<file path="src/rtl/bus_sequencer_pkg.sv">
// Shared definitions for the 1801VM1 bus sequencer: state encodings, timeout
// default, the bus-error trap vector and the write-data formatting helper.
package bus_sequencer_pkg;

  typedef enum logic [1:0] {
    ST_IDLE     = 2'd0,
    ST_RD_WAIT  = 2'd1,
    ST_WR_WAIT  = 2'd2,
    ST_RMW_HOLD = 2'd3
  } bus_state_t;

  localparam int unsigned TIMEOUT_DEF = 15;

  // Microcode traps through this vector when bus_err pulses.
  localparam logic [15:0] TRAP_BUS = 16'o000004;

  // Byte writes drive the low byte on both halves so either lane can take it.
  function automatic logic [15:0] fmt_wdata(input logic is_byte, input logic [15:0] data);
    return is_byte ? {data[7:0], data[7:0]} : data;
  endfunction

endpackage

</file>
<file path="src/rtl/bus_sequencer_watchdog.sv">
// No-reply watchdog for the bus sequencer: loadable down-counter with a zero
// flag. Load wins over decrement; the count never wraps below zero.
module bus_watchdog #(
  parameter int CNT_W = 8
) (
  input  logic             clk,
  input  logic             reset_n,
  input  logic             ce,
  input  logic             load,
  input  logic             dec,
  input  logic [CNT_W-1:0] load_val,
  output logic             zero
);

  logic [CNT_W-1:0] r_count;

  // NOTE: sequential state uses non-blocking assignments so every flop samples
  // pre-edge values regardless of block ordering.
  always_ff @(posedge clk or negedge reset_n) begin
    if (!reset_n) begin
      r_count <= '0;
    end else if (ce) begin
      if (load)
        r_count <= load_val;
      else if (dec && !zero)
        r_count <= r_count - 1'b1;
    end
  end

  assign zero = (r_count == '0);

endmodule

</file>
<file path="src/rtl/bus_sequencer.sv">
// 1801VM1 bus cycle sequencer (read / write / read-modify-write with rply timeout).
// Optional feature macro: BUS_ODDADDR_TRAP_EN traps odd-address word requests.
module bus_sequencer
  import bus_sequencer_pkg::*;
#(
  parameter int unsigned TIMEOUT = TIMEOUT_DEF,
  parameter int          CNT_W   = 8
) (
  input  logic        clk,
  input  logic        reset_n,
  input  logic        ce,
  input  logic        req_rd,
  input  logic        req_wr,
  input  logic        req_rmw,
  input  logic        req_byte,
  input  logic [15:0] req_addr,
  input  logic [15:0] req_wdata,
  output logic [15:0] bus_addr,
  output logic        bus_rd,
  output logic        bus_wr,
  output logic        bus_byte,
  output logic [15:0] bus_dout,
  input  logic        bus_rply,
  input  logic [15:0] bus_din,
  output logic [15:0] din,
  output logic        din_active,
  output logic        done,
  output logic        busy,
  output logic        bus_err,
  output logic [15:0] err_addr
);

  bus_state_t  r_state;
  bus_state_t  w_state_nxt;

  logic [15:0] r_addr;
  logic        r_byte;
  logic [15:0] r_dout;
  logic        r_rmw;
  logic [15:0] r_din;
  logic        r_din_active;
  logic        r_done;
  logic        r_bus_err;
  logic [15:0] r_err_addr;

  logic        w_accept;     // new cycle latched from req_addr
  logic        w_accept_rmw;
  logic        w_hold_wr;    // write on the address held after an RMW read
  logic        w_complete;
  logic        w_rd_complete;
  logic        w_timeout;
  logic        w_trap;
  logic        w_wd_dec;
  logic        w_wd_zero;
  logic        w_odd;

`ifdef BUS_ODDADDR_TRAP_EN
  assign w_odd = !req_byte && req_addr[0];
`else
  assign w_odd = 1'b0;
`endif

  bus_watchdog #(.CNT_W(CNT_W)) u_watchdog (
    .clk      (clk),
    .reset_n  (reset_n),
    .ce       (ce),
    .load     (w_accept || w_hold_wr),
    .dec      (w_wd_dec),
    .load_val (CNT_W'(TIMEOUT)),
    .zero     (w_wd_zero)
  );

  // NOTE: every signal written here gets a default first, so no path leaves a
  // value unassigned and no latch is inferred.
  always_comb begin
    w_state_nxt   = r_state;
    w_accept      = 1'b0;
    w_accept_rmw  = 1'b0;
    w_hold_wr     = 1'b0;
    w_complete    = 1'b0;
    w_rd_complete = 1'b0;
    w_timeout     = 1'b0;
    w_trap        = 1'b0;
    w_wd_dec      = 1'b0;

    unique case (r_state)
      ST_IDLE, ST_RMW_HOLD: begin
        if (req_rmw || req_rd || (req_wr && r_state == ST_IDLE)) begin
          if (w_odd) begin
            w_trap      = 1'b1;
            w_state_nxt = ST_IDLE;
          end else begin
            w_accept     = 1'b1;
            w_accept_rmw = req_rmw;
            w_state_nxt  = (req_rmw || req_rd) ? ST_RD_WAIT : ST_WR_WAIT;
          end
        end else if (req_wr) begin
          w_hold_wr   = 1'b1;
          w_state_nxt = ST_WR_WAIT;
        end
      end
      ST_RD_WAIT, ST_WR_WAIT: begin
        // rply wins over an expiring counter in the same cycle.
        if (bus_rply) begin
          w_complete    = 1'b1;
          w_rd_complete = (r_state == ST_RD_WAIT);
          w_state_nxt   = (r_state == ST_RD_WAIT && r_rmw) ? ST_RMW_HOLD : ST_IDLE;
        end else if (w_wd_zero) begin
          w_timeout   = 1'b1;
          w_state_nxt = ST_IDLE;
        end else begin
          w_wd_dec = 1'b1;
        end
      end
      default: w_state_nxt = ST_IDLE;
    endcase
  end

  always_ff @(posedge clk or negedge reset_n) begin
    if (!reset_n) begin
      r_state      <= ST_IDLE;
      r_addr       <= '0;
      r_byte       <= 1'b0;
      r_dout       <= '0;
      r_rmw        <= 1'b0;
      r_din        <= '0;
      r_din_active <= 1'b0;
      r_done       <= 1'b0;
      r_bus_err    <= 1'b0;
      r_err_addr   <= '0;
    end else if (ce) begin
      r_state      <= w_state_nxt;
      r_done       <= w_complete;
      r_din_active <= w_rd_complete;
      r_bus_err    <= w_timeout || w_trap;

      if (w_accept) begin
        r_addr <= req_addr;
        r_byte <= req_byte;
        r_dout <= fmt_wdata(req_byte, req_wdata);
        r_rmw  <= w_accept_rmw;
      end
      if (w_hold_wr)
        r_dout <= fmt_wdata(r_byte, req_wdata);
      if (w_rd_complete)
        r_din <= bus_din;
      if (w_timeout)
        r_err_addr <= r_addr;
      else if (w_trap)
        r_err_addr <= req_addr;
    end
  end

  // Strobes follow the registered state, so reset drops them asynchronously.
  assign bus_rd     = (r_state == ST_RD_WAIT);
  assign bus_wr     = (r_state == ST_WR_WAIT);
  assign busy       = bus_rd || bus_wr;
  assign bus_addr   = r_addr;
  assign bus_byte   = r_byte;
  assign bus_dout   = r_dout;
  assign din        = r_din;
  assign din_active = r_din_active;
  assign done       = r_done;
  assign bus_err    = r_bus_err;
  assign err_addr   = r_err_addr;

endmodule
</file>
<file path="config.mk">
export PLATFORM = sky130hd
export DESIGN_NAME = bus_sequencer
export DESIGN_NICKNAME = d
export VERILOG_FILES = /design/src/rtl/bus_sequencer_pkg.sv /design/src/rtl/bus_sequencer_watchdog.sv /design/src/rtl/bus_sequencer.sv
export SDC_FILE = /design/constraint.sdc
export NUM_CORES = 1
export LEC_CHECK = 0
export ABC_AREA = 1
export CAP_MARGIN = 20
export CELL_PAD_IN_SITES_DETAIL_PLACEMENT = 0
export CELL_PAD_IN_SITES_GLOBAL_PLACEMENT = 1
export CORE_ASPECT_RATIO = 1.1
export CORE_MARGIN = 3
export CORE_UTILIZATION = 35
export DETAILED_ROUTE_END_ITERATION = 6
export PLACE_DENSITY_LB_ADDON = 0.08
export SYNTH_ARGS = -nofsm -noshare
export SYNTH_HDL_FRONTEND = slang
export SYNTH_HIERARCHICAL = 1
export SYNTH_SLANG_ARGS = --single-unit
</file>
<file path="constraint.sdc">
create_clock -name clk -period 3.4 [get_ports clk]
set_clock_uncertainty 0.1 [all_clocks]
set_input_delay 0.68 -clock clk [delete_from_list [all_inputs] [get_ports clk]]
set_output_delay 0.68 -clock clk [all_outputs]
set_load 0.01 [all_outputs]
</file>
==> results.md, run 1 <==
- For this run, design rule violations remaining after detail routing come to 0.
- The cell type contributing the most total cell area after synthesis is sky130_fd_sc_hd__dfrtp_1.
- Port buffering added between 100 and 150 buffers.
- The number of max-cap violations is 0.
- The multi-input logic area is ~1600 um^2.
- Entering global routing, the biggest net connects 80 pins.
- The worst register-to-register path begins at r_state[0]$_DFFE_PN0P_.
- Among all stages on the critical path, the largest delay is contributed by sky130_fd_sc_hd__clkdlybuf4s50_1.
- The number of synthesis warnings is 6.
- The maximum buffer depth of the clock tree is 2.
- The worst path needs 2.57 ns of the cycle, external delays included.
- The insertion delay to the later sink of the worst-skew pair is 0.33 ns.
- The worst-case register-to-register setup slack is about 1.2 ns.
- The first routing iteration left between 150 and 200 violations.
- The H-tree level count is 3.
- STA puts the critical path data required time at 2.62 ns.
- The clock network is responsible for between 10% and 20% of the overall power.
- The worst pin sits at a relative slew slack of between 50% and 60%.
- For this run, the post-layout net count is ~650.
- Across the VDD grid, the largest voltage drop is between 0.0003 and 0.0004 V.
- The layout has just over 1000 filler cells.
- The number of CTS-inserted buffers is 9.
- The final route contains 3263 vias.
- The sequential cells in the finished layout cover a total of about 2000 um^2.
- The utilization of the core after routing is a little over half.
- Routability-driven placement finished with a final weighted congestion of roughly 0.8.
- The net switching power is approximately 1800 uW.
- The worst setup path is of the reg -> out kind.
- The clock transition at the registers of the reported paths is approximately 0.060 ns.
- The mean cell area of the mapped netlist is 8.47 um^2.
- The cell-internal power is around 3100 uW.
- After detailed routing, the number of vias per cell comes to roughly 4.5.
- Setup slack closes at between 0.8 and 0.9 ns.
- The number of antenna-violating nets in the routed design is 0.
- Gates resized during post-CTS repair numbered 0.
- STA classifies the critical path endpoint as a primary output.
- The worst path arrival time is around 1.8 ns.
- The transition time of the tightest slew-check pin is 0.634 ns.
- The share of power burned in combinational logic is 48.2%.
- The number of placed instances, taps included, is roughly 720.
- Walking the worst path, the cells encountered are inv_1 -> ha_1 -> clkdlybuf4s50_1.
- Across every metal layer, demand over resource in global routing totals between 10% and 20%.
- Compared with the post-synthesis result, the final layout area differs by 43.1%.
- In this run, post-CTS hold repair placed 0 buffers.
- In this run the standard cell core region covers 10500 um^2.
- The routed design has approximately 9600 um of wire.
- Setup violations remaining at the end of the flow were counted as 0.
- The leakage component of the power is between 0.002 and 0.003 uW.
- The final clock period utilization by the worst path is 75.5%.
- The depth of the worst register-to-register path is 7.
- Clock tree synthesis selected as its root buffer the cell sky130_fd_sc_hd__clkbuf_16.
- The first global-routing pass estimated 15900 um of wire.
- The width of the die is 106 um.
- The highest clock frequency the design can meet is between 300 and 400 MHz.
- TritonCTS built the clock tree.
- The synthesized area is about 3800 um^2.
- The startpoint type of the worst setup path is a flip-flop.
- The proportion of synthesized chip area in sequential cells is roughly half.
- The post-route worst hold slack is about 0.13 ns.
- The pre-antenna-repair detailed-routing pass consisted of 4 iterations.
- The number of antenna diodes in the final layout is 0.
- The initial antenna violation count is 0.
- The worst setup path startpoint is r_state[0]$_DFFE_PN0P_.
- around 130 I/O pins were placed.
- The tree built by TritonCTS fans out to 79 sinks.
- Summed over all layers, the global routing overflow is 0.
- The site row count is 39.
- The switching part of the total power is a little under two fifths.
- The initial utilization of the core area, before any placement, comes to 36.4%.
- The end of the worst register-to-register path is err_addr[14]$_DFFE_PN0P_.
- The register share of total power is approximately 34%.
- The die covers between 10000 and 15000 um^2.
- The largest driver fanout on the critical path is 5.
- The aggregate negative setup slack is 0 ns.
- Of the post-synthesis cell area, the dominant cell type holds about 51%.
- The number of global-route vias before repair is around 3300.
- In the post-synthesis netlist, the biggest area contributors are sky130_fd_sc_hd__dfrtp_1 51%, sky130_fd_sc_hd__nand2_1 16%, sky130_fd_sc_hd__inv_1 4.3%, sky130_fd_sc_hd__mux2_4 3.5%, sky130_fd_sc_hd__a21oi_1 3.0%.
- The path class of the tightest hold or removal check is in -> async.
- The flow ran to the end, and the final reports show no timing, DRC or antenna violations.
- The post-synthesis cell type count is 26.
- The wire length per cell is between 10 and 15 um.
- The largest delay contributor family on the critical path is buffers and inverters.
- The number of endpoints with negative hold slack in the final report is 0.
- The die is about 120 um tall.
- Counting flops and latches in the post-synthesis netlist gives 79.
- Once detailed placement completed, the half-perimeter wirelength came to ~6900 um.
- The count of buffer and inverter cells on the critical path is 2.
- The post-route netlist has 9.34% of its cells at a drive strength greater than 1.
- Setup repair after global routing left no endpoint under its margin.
- After the flow finishes, the layout carries non-filler instances totaling between 700 and 800.
- The power per cell area is between 900 and 1000 nW/um^2.
- Buffers added to address setup during post-CTS repair amount to 0.
- The cell count after synthesis is between 400 and 500.
- The count of final max-slew check failures is 0.
- The post-placement worst setup slack is between 0.8 and 0.9 ns.
- The worst stage delay on the critical path is a little over 0.6 ns.
[layout make-up]
class / count / area share (%)
sequential: 79 / 36.0
timing repair buffer: 129 / 23.7
clock buffer: 11 / 4.42
tap: 143 / 3.26
inverter: 49 / 3.35
clock inverter: 5 / 0.570
multi-input combinational: 316 / 28.7
[Yosys cell counts]
master	n
sky130_fd_sc_hd__nand2_1	168
sky130_fd_sc_hd__dfrtp_1	79
sky130_fd_sc_hd__inv_1	44
sky130_fd_sc_hd__nor2_1	29
sky130_fd_sc_hd__a21oi_1	23
sky130_fd_sc_hd__o21ai_1	21
sky130_fd_sc_hd__nand3_1	18
sky130_fd_sc_hd__o21ai_0	10
sky130_fd_sc_hd__mux2_4	9
sky130_fd_sc_hd__buf_2	8
sky130_fd_sc_hd__mux2_2	7
sky130_fd_sc_hd__buf_6	5
sky130_fd_sc_hd__ha_1	5
sky130_fd_sc_hd__nand2_2	5
sky130_fd_sc_hd__inv_2	4
sky130_fd_sc_hd__o21ai_2	3
sky130_fd_sc_hd__conb_1	2
sky130_fd_sc_hd__nand2_4	2
sky130_fd_sc_hd__nand3_4	2
sky130_fd_sc_hd__nand4_1	2
sky130_fd_sc_hd__nor2_2	2
sky130_fd_sc_hd__buf_12	1
sky130_fd_sc_hd__buf_4	1
sky130_fd_sc_hd__clkinv_1	1
sky130_fd_sc_hd__nand3_2	1
sky130_fd_sc_hd__nor2_8	1
[cell families (layout without fill, tap and decap cells)]
| kind of cell | Yosys count | in the layout | share of synthesized area [%] |
|---|---|---|---|
| compound gates | 57 | 57 | 7.73 |
| fa+ha+maj | 5 | 5 | 1.63 |
| buf+inv | 64 | 194 | 8.02 |
| flops | 79 | 79 | 51.5 |
| mux | 16 | 16 | 5.57 |
| other cells | 2 | 8 | 0.196 |
| simple gates | 230 | 230 | 25.4 |
[worst register-to-register path: cells and delay by family (launching register included)]
kind            cells  cell delay (ns)
compound gates      1             0.11
fa+ha+maj           1             0.40
buf+inv             3             0.54
flops               1             0.38
simple gates        2             0.63
[per-layer routing]
layer	share of wire, %	global-route usage [%]	up-vias
met3	5.8	4.79	4
met4	0.48	5.35	0
met5	0	0	-
met2	47	25.6	78
met1	46	21.8	1518
li1	-	-	1663
[per-stage QoR]
step           area [um^2]  total power, uW
6_report              5490             4940
5_1_grt               5490             5360
3_5_place_dp          5190             4110
3_3_place_gp          5190             4070
2_1_floorplan         3860             2970
4_1_cts               5460             5020
[power groups by stage]
stage | Clock [uW] | Combinational (uW) | Sequential (uW)
2_1_floorplan | 0 | 1150 | 1830
3_3_place_gp | 0 | 2400 | 1670
3_5_place_dp | 0 | 2420 | 1680
4_1_cts | 916 | 2430 | 1670
5_1_grt | 963 | 2660 | 1740
6_report | 891 | 2380 | 1670
[sequential cells by signal, summed over array words and instances (netlist names), 2 cells and up]
| register | flops |
|---|---|
| bus_dout | 16 |
| bus_addr | 16 |
| err_addr | 16 |
| din | 16 |
| u_watchdog/r_count | 8 |
| r_state | 2 |
[placed cells by master (no fill, tap or decap), types with 2 or more instances in the layout]
cell type                         Yosys  layout
sky130_fd_sc_hd__nand3_4              2       2
sky130_fd_sc_hd__a21oi_1             23      23
sky130_fd_sc_hd__nand2_4              2       2
sky130_fd_sc_hd__nand3_1             18      18
sky130_fd_sc_hd__clkinv_2             0       3
sky130_fd_sc_hd__nor2_1              29      29
sky130_fd_sc_hd__ha_1                 5       5
sky130_fd_sc_hd__inv_2                4       4
sky130_fd_sc_hd__o21ai_0             10      10
sky130_fd_sc_hd__inv_1               44      44
sky130_fd_sc_hd__mux2_4               9       9
sky130_fd_sc_hd__nand2_2              5       5
sky130_fd_sc_hd__buf_4                1       3
sky130_fd_sc_hd__o21ai_2              3       3
sky130_fd_sc_hd__nand4_1              2       2
sky130_fd_sc_hd__o21ai_1             21      21
sky130_fd_sc_hd__clkdlybuf4s50_1      0     125
sky130_fd_sc_hd__clkbuf_16            0       9
sky130_fd_sc_hd__dfrtp_1             79      79
sky130_fd_sc_hd__mux2_2               7       7
sky130_fd_sc_hd__nor2_2               2       2
sky130_fd_sc_hd__conb_1               2       8
sky130_fd_sc_hd__nand2_1            168     168
[worst max-delay path by stage]
stage | end | slack [ns] | cells after the start
CTS | busy | 0.80 | 3
finish | busy | 0.83 | 3
global route | busy | 0.74 | 3
detailed placement | err_addr[14]$_DFFE_PN0P_ | 0.88 | 5
global placement | u_watchdog/r_count[7]$_DFFE_PN0P_ | 0.93 | 9
floorplan | u_watchdog/r_count[2]$_DFFE_PN0P_ | 1.45 | 12
Power figures use the tool's default switching activity.
==> inputs of run 2 (changes only) <==
Settings changed: CORE_UTILIZATION 35 to 33.
Clock period 3.4 ns to 2.4 ns, I/O delays scaled along.
==> run 2 against run 1 <==
Compared with the run above:
- via count fell by 1.3%
- highest routed layer unchanged
- sequential cell count did not move
- critical path depth did not move
- count of clock-buffer cells in the layout rose by 1
==> results.md, run 2 (synthesis gave the netlist of run 1 again) <==
- In this run the tool buffered the top-level ports with about 130 buffer cells.
- The tree built by TritonCTS fans out to 79 sinks.
- The number of antenna-violating nets in the routed design is 0.
- The number of endpoints with negative hold slack in the final report is 0.
- The run finished with clean final reports.
- The analysis attributes to cell leakage a power of 0.00277 uW.
- The die is roughly 110 um wide.
- The share of power burned in combinational logic is between 40% and 50%.
- The overall die area is 13000 um^2.
- The placer congestion estimate is 0.780.
- The signal on the critical path passes through inv_1 -> ha_1 -> clkdlybuf4s50_1.
- The most frequent standard cell in the layout excluding fill and tap cells is sky130_fd_sc_hd__nand2_1.
- The first-pass GRT wire length is 16200 um.
- The initial utilization of the core area, before any placement, comes to between 30% and 40%.
- For this design, the slowest cell found on the critical path is sky130_fd_sc_hd__clkdlybuf4s50_1.
- At the worst endpoint, the arrival time is around 1.7 ns.
- The worst stage delay on the critical path is roughly 0.59 ns.
- The I/O pin count is ~130.
- The number of failing setup endpoints in the final timing report is 0.
- The largest net degree at the start of global routing is 80.
- Summed over all failing endpoints, the final setup total negative slack is 0 ns.
- The first-iteration detailed-routing DRC count is between 100 and 150.
- The post-route worst hold slack is 0.0553 ns.
- The critical path in this run is classified as reg -> out.
- The worst pin sits at a relative slew slack of between 60% and 70%.
- The count of hold buffers inserted by post-cts repair is 0.
- The first TritonRoute pass finished after 4 iterations.
- The worst endpoint required time is 1.82 ns.
- Summed over all nets, the switching power comes to 2610 uW.
- In the final design database the tool counted roughly 650 nets.
- The root buffer cell is sky130_fd_sc_hd__clkbuf_16.
- STA classifies the critical path startpoint as a flip-flop.
- Buffers inserted during clock tree synthesis total 9.
- After layout, the minimum clock period comes to about 2.2 ns.
- The total inserted antenna cells is 0.
- In this run the worst hold path is classified as in -> async.
- The power per cell area is 1310 nW/um^2.
- The routed wire length is 9730 um.
- The number of gates on the worst path with buffers counted is 3.
- Once layout is done, the placed cells without fillers occupy ~5600 um^2.
- The utilization of the core after routing is roughly 50%.
- For the pin with the worst max-slew slack, the measured transition is around 0.6 ns.
- The cell-internal power is approximately 4700 uW.
- The placed wire-length estimate after detailed placement is ~7000 um.
- The clock tree from TritonCTS is yes.
- After floorplanning, the core was divided into 40 placement rows.
- Registers are responsible for 32.3% of the overall power.
- Together, buffers and inverters on the worst path number 2.
- The clock transition at the registers of the reported paths is roughly 0.060 ns.
- The die height is roughly 120 um.
- After detailed placement, the total cell area comes to approximately 5200 um^2.
- The initial antenna violation count is 0.
- Based on the critical path, the design can be clocked at up to 447 MHz.
- The depth of the worst register-to-register path is 9.
- The floorplan step defined a core boundary enclosing around 11000 um^2.
- In this run the worst path has a maximum fanout of 3.
- Global routing used between 10% and 20% of the available tracks across all layers.
- The remaining global-route overflow is 0.
- Counting tap cells, the placed design contains a total of slightly above 700 instances.
- For this run, the number of standard cells in the final layout without fillers is 738.
- After detailed routing, the number of remaining DRC violations is 0.
- Of the total power, the share spent switching nets is between 30% and 40%.
- Compared with the post-synthesis result, the final layout area differs by 45.0%.
- The worst voltage drop across the vdd grid is between 0.0004 and 0.0005 V.
- The fraction of layout instances using a drive strength above 1 is about a tenth.
- The final clock period utilization by the worst path is 93.1%.
- In the final routed layout, each cell accounts on average for ~13 um.
- After clock tree synthesis, the setup repair step added 0 buffers.
- The insertion delay to the later sink of the worst-skew pair is roughly 0.33 ns.
- Setup repair after global routing left no endpoint under its margin.
- The critical path capture point type is a primary output.
- The clock network burns 20.9% of the power.
- The number of global-route vias before repair is around 3200.
- The total number of vias is approximately 3200.
- The routed via count divided by cell count is 4.36.
- The top cell types in the final layout, fill and taps aside, are 168 x sky130_fd_sc_hd__nand2_1, 124 x sky130_fd_sc_hd__clkdlybuf4s50_1, 79 x sky130_fd_sc_hd__dfrtp_1.
- The longest clock path from root to sink contains 2 buffers.
- The H-tree was split into 3 levels.
- Across the run, the number of max-cap violations was 0.
- In this design, the largest share of critical-path delay is due to buffers and inverters.
- The count of final max-slew check failures is 0.
[run 2: area by class of cell]
class	count	area [um^2]
Clock inverter	4	76.3
Tap cell	147	184
Clock buffer	12	256
Fill cell	1095	5600
Timing Repair Buffer	131	1310
Multi-Input combinational cell	316	1580
Inverter	49	184
Sequential cell	79	1980
[run 2: per-layer routing]
layer  GRT usage (%)  wire length [um]  vias up
met3            4.88               709        9
met1            20.1              4330     1448
met4            4.97               117        0
li1                -                 -     1674
met5               0                 0        -
met2            25.3              4580       90
[run 2: worst paths after layout]
| check | to | from | slack [ns] |
|---|---|---|---|
| setup reg to reg | u_watchdog/r_count[3]$_DFFE_PN0P_ | r_state[0]$_DFFE_PN0P_ | 0.34 |
| hold / removal | u_watchdog/r_count[1]$_DFFE_PN0P_ | reset_n | 0.06 |
| max in group asynchronous | u_watchdog/r_count[0]$_DFFE_PN0P_ | reset_n | 1.79 |
| hold reg to reg | bus_dout[13]$_DFFE_PN0P_ | bus_dout[13]$_DFFE_PN0P_ | 0.38 |
| min in group clk | bus_dout[13]$_DFFE_PN0P_ | bus_dout[13]$_DFFE_PN0P_ | 0.38 |
| setup / recovery | bus_rd | r_state[1]$_DFFE_PN0P_ | 0.17 |
[run 2: power by group through the flow]
stage | clock [uW] | sequential, uW | combinational, uW
after floorplan | 0 | 2590 | 1620
final | 1520 | 2350 | 3400
after detailed placement | 0 | 2370 | 3460
after CTS | 1560 | 2360 | 3480
after global placement | 0 | 2360 | 3440
after global routing | 1620 | 2440 | 3800
[run 2: what timing repair did]
| item | 4_1_cts | 5_1_grt |
|---|---|---|
| setup endpoints to repair | 0 | 1 |
| resized for setup | 0 | 1 |
| endpoints found under the hold margin | 0 | 0 |
[run 2: metrics by stage]
step                worst slack, ns  total power (uW)
floorplan                     0.450              4210
global placement              0.234              5800
detailed placement            0.210              5830
CTS                          0.0344              7390
global route                  0.103              7860
finish                        0.165              7270
